**config.mk**
```make
export PLATFORM = sky130hd
export DESIGN_NAME = led_pattern_sequencer
export DESIGN_NICKNAME = d
export VERILOG_FILES = /design/src/rtl/led_pattern_sequencer.sv
export SDC_FILE = /design/constraint.sdc
export NUM_CORES = 1
export LEC_CHECK = 0
export CAP_MARGIN = 10
export CORE_ASPECT_RATIO = 0.7
export CORE_UTILIZATION = 54
export DETAILED_ROUTE_END_ITERATION = 8
export PLACE_DENSITY = 0.83
export SKIP_CTS_REPAIR_TIMING = 1
export SLEW_MARGIN = 25
export SYNTH_ARGS = -nofsm -noshare
export SYNTH_HDL_FRONTEND = slang
export SYNTH_SLANG_ARGS = --single-unit
export TNS_END_PERCENT = 50
```
**constraint.sdc**
```tcl
create_clock -name CLK -period 2.4 [get_ports CLK]
set_input_delay 0.48 -clock CLK [delete_from_list [all_inputs] [get_ports CLK]]
set_output_delay 0.48 -clock CLK [all_outputs]
set_load 0.005 [all_outputs]
```
**src/rtl/led_pattern_sequencer.sv**
```systemverilog
// Four-pattern LED animator (scan, chase, blink, fill) with a speed-selectable step prescaler.
// Build option: define LED_ACTIVE_LOW_EN to drive LED as the bitwise inverse of the pattern.
module led_pattern_sequencer #(
  parameter int TICK_DIV = 20000000
) (
  input  logic       CLK,
  input  logic       RST_N,
  input  logic       MODE_NEXT,
  input  logic [1:0] SPEED,
  input  logic       PAUSE,
  output logic [3:0] LED,
  output logic [1:0] MODE,
  output logic       TICK
);

  typedef enum logic [1:0] {
    SCAN  = 2'd0,
    CHASE = 2'd1,
    BLINK = 2'd2,
    FILL  = 2'd3
  } mode_e;

  // The largest terminal count is TICK_DIV-1, so clog2(TICK_DIV) bits suffice.
  localparam int CW = $clog2(TICK_DIV);

  logic [CW-1:0] term_tab [4];
  logic [CW-1:0] term;
  logic [CW-1:0] count_reg;
  mode_e         mode_reg;
  mode_e         mode_inc;
  logic [3:0]    pattern_reg;
  logic [3:0]    pattern_next;
  logic          dir_up_reg;
  logic          dir_up_next;
  logic          tick_reg;
  logic          step_evt;

  genvar gi;
  generate
    for (gi = 0; gi < 4; gi++) begin : g_term
      assign term_tab[gi] = CW'((TICK_DIV >> gi) - 1);
    end
  endgenerate

  assign term     = term_tab[SPEED];
  // ">=" lets a mid-period speed raise step immediately instead of wrapping.
  assign step_evt = !PAUSE && (count_reg >= term);
  assign mode_inc = mode_e'(mode_reg + 2'd1);

  function automatic logic [3:0] start_pattern(input mode_e m);
    case (m)
      BLINK:   start_pattern = 4'b1111;
      FILL:    start_pattern = 4'b0000;
      default: start_pattern = 4'b0001;
    endcase
  endfunction

  always_comb begin
    pattern_next = start_pattern(mode_reg);
    dir_up_next  = dir_up_reg;
    case (mode_reg)
      SCAN: begin
        case (pattern_reg)
          4'b0001: pattern_next = 4'b0010;
          4'b0010: pattern_next = dir_up_reg ? 4'b0100 : 4'b0001;
          4'b0100: pattern_next = dir_up_reg ? 4'b1000 : 4'b0010;
          4'b1000: pattern_next = 4'b0100;
          default: pattern_next = 4'b0001;
        endcase
        // Direction turns on landing at an endpoint so each end shows once.
        if (pattern_next == 4'b1000) begin
          dir_up_next = 1'b0;
        end else if (pattern_next == 4'b0001) begin
          dir_up_next = 1'b1;
        end
      end
      CHASE: begin
        case (pattern_reg)
          4'b0001, 4'b0010, 4'b0100, 4'b1000:
            pattern_next = {pattern_reg[2:0], pattern_reg[3]};
          default: pattern_next = 4'b0001;
        endcase
      end
      BLINK: begin
        case (pattern_reg)
          4'b1111: pattern_next = 4'b0000;
          4'b0000: pattern_next = 4'b1111;
          default: pattern_next = 4'b1111;
        endcase
      end
      FILL: begin
        case (pattern_reg)
          4'b0000: pattern_next = 4'b0001;
          4'b0001: pattern_next = 4'b0011;
          4'b0011: pattern_next = 4'b0111;
          4'b0111: pattern_next = 4'b1111;
          4'b1111: pattern_next = 4'b0000;
          default: pattern_next = 4'b0000;
        endcase
      end
      default: pattern_next = 4'b0001;
    endcase
  end

  always_ff @(posedge CLK or negedge RST_N) begin
    if (!RST_N) begin
      mode_reg    <= SCAN;
      pattern_reg <= 4'b0001;
      dir_up_reg  <= 1'b1;
      tick_reg    <= 1'b0;
      count_reg   <= '0;
    end else begin
      tick_reg <= 1'b0;
      if (MODE_NEXT) begin
        // A mode change overrides any step event in the same cycle.
        mode_reg    <= mode_inc;
        pattern_reg <= start_pattern(mode_inc);
        dir_up_reg  <= 1'b1;
        count_reg   <= '0;
      end else if (!PAUSE) begin
        if (step_evt) begin
          pattern_reg <= pattern_next;
          dir_up_reg  <= dir_up_next;
          tick_reg    <= 1'b1;
          count_reg   <= '0;
        end else begin
          count_reg <= count_reg + CW'(1);
        end
      end
    end
  end

`ifdef LED_ACTIVE_LOW_EN
  assign LED = ~pattern_reg;
`else
  assign LED = pattern_reg;
`endif
  assign MODE = mode_reg;
  assign TICK = tick_reg;

endmodule
```
==> flow_summary.ini <==
[run_status]
status = complete, but fails checks
violations = setup timing

[cts]
cts_tree = built
cts_root_buffer = clkbuf_8
htreeDepth = 2
clk_pin_slew_ns = 0.06
clock_path_buffers = 2
cts_buffers = 5
clk_latency_ns = 0.29
clock_sinks = 33

[global_route]
grt_pass1_vias = 2069
grt_pass1_wl_um = 9850
overflow = 0
antenna_found_initial = 0
grt_use_total_pct = 26.0
grt_max_degree = 34

[timing]
post-route-period-util_pct = 110
max_slew_margin_pct = 70.0
fmax_mhz = 378
finalHoldViolCount = 0
clock_skew_ns = 0.00549
fin_ws_ns = -0.247
worst_slew_pin_slew_ns = 0.447
final.setup.tns_ns = -4.33
maxSlewViolCount = 0
setup_viol = 31
period_needed_ns = 2.65
rsz0062_at_grt = yes

[setup_path]
cp_max_fo = 3
crit_arrival_ns = 2.86
critPathKind = in -> reg
r2r_slack_ns = -0.04
startpoint_type = primary input
worst_ep_required_time_ns = 2.61
end_kind = flop

[hold_path]
hold_class = reg -> reg

[final_layout]
final_cells = 374
fin_nets = 352
num_antenna_cells = 0
largest_reg_flops = 25
fillCellCount = 287
drive_above_1_share_pct = 24.1
area_delta_synth_final_pct = 27.5

[synth]
synth.distinct_cells = 46
yosysWarningCount = 0
yosysMostFrequentCell = nor2_1
synthCells = 281
synth-edff-count = 0
synth.avg_cell_area_um2 = 8.88
syn-num-nets = 315
synth_area_leader_cell = dfrtp_1
netlist_area_um2 = 2490
synth_top_area_share_pct = 31.1
synth_seq_cells = 33
synthTopCellsByCount = 32 x nor2_1, 31 x dfrtp_1, 28 x ha_1
synth_area_leaders = dfrtp_1 31%, ha_1 14%, xor2_1 6.7%, nor2_1 4.8%, nand3_1 3.6%
synth_flop_cell = dfrtp_1
seq_area_frac_synth_pct = 33.2
ys_async_sr_fraction_pct = 100

[power_and_ir_drop]
power_density_nw_per_um2 = 591
leakagePower_uw = 0.00136
ir_drop_v = 0.000603

[flow_run]
cap_violations = 0

[placed_design]
dp_hpwl_um = 4470
dp_cells = 361
numPortBuffers = 12
gp_congestion = 0.891

[floorplan]
die_y_um = 58.9
dieWidth_um = 83.2
die_area_um2 = 4900
io_pins = 13
rows = 20
core-area_um2 = 4380
initial_utilization_pct = 57.0

[drt]
dr.pass1.iters = 4
wirelength_um = 6370
drc = 0
vias = 2205
vias_per_cell = 5.90
wl_per_cell_um = 17.0
drt_iter0_markers = 231
ant_nets = 0
==> logic make-up after synthesis <==
group / Yosys count / synth area share, %
buffers and inverters: 29 / 5.62
XOR/XNOR: 27 / 9.48
multiplexers: 1 / 0.602
adder cells (fa/ha/maj): 28 / 14.0
AND/OR/NAND/NOR: 110 / 22.0
AO/OA/AOI/OAI: 53 / 15.0
flip-flops: 33 / 33.2
==> metrics by stage <==
stage	setup WS [ns]	hold WS (ns)	total power, µW	area [µm²]	utilization (%)
2_1_floorplan	-0.162	0.184	1170	2590	-
3_3_place_gp	-0.810	0.551	1380	2890	66.0
3_5_place_dp	-0.888	0.561	1400	2890	66.0
4_1_cts	-0.596	0.573	1830	2980	68.0
5_1_grt	-0.314	0.597	2010	3180	72.6
6_report	-0.247	0.583	1880	3180	72.6
==> critical path, cell delays in order <==
cell      delay, ns
buf_6          0.09
buf_8          0.13
inv_12         0.05
ha_1           0.15
inv_2          0.07
ha_1           0.33
nand3_2        0.13
nor4b_4        0.32
o211ai_1       0.21
a211oi_2       0.27
buf_4          0.17
o211ai_1       0.10
a221o_1        0.35
==> placed cells by master, fill, tap and decap left out, types with 7 or more instances in the layout <==
cell,count
a21oi_1,8
buf_4,27
clkdlybuf4s50_1,10
dfrtp_1,31
ha_1,19
ha_4,9
inv_1,13
nand2_1,19
nand3_1,16
nor2_1,32
o21ai_0,7
xnor2_1,8
xor2_1,19
==> metal layers <==
metal  track usage (%)  vias up  share of wire, %
met5                 0        -                 0
met4              8.37        0               3.1
met3              6.59       19               6.4
met2              39.5       84                45
met1              36.6     1040                46
li1                  -     1062                 -
==> power breakdown <==
group / internal, µW / total [µW] / switching [µW]
registers: 614 / 742 / 128
logic: 345 / 702 / 358
clock network: 234 / 435 / 201
==> final timing paths <==
path                          startpoint            end  cells after the start
setup / recovery                SPEED[1]     dir_up_reg                     13
hold / removal              count_reg[1]   count_reg[1]                      2
setup reg to reg           count_reg[10]     dir_up_reg                      8
hold reg to reg             count_reg[1]   count_reg[1]                      2
max in group asynchronous          RST_N         LED[0]                      2
min in group asynchronous          RST_N  count_reg[10]                      2
==> layout make-up <==
cell class / instances / area (µm²) / share of cell area (%)
Clock buffer: 8 / 90.1 / 2.83
Inverter: 17 / 91.3 / 2.87
Multi-Input combinational cell: 219 / 1740 / 54.6
Sequential cell: 33 / 828 / 26.0
Tap cell: 55 / 68.8 / 2.16
Timing Repair Buffer: 42 / 367 / 11.5
(Power assumes the default switching activity.)
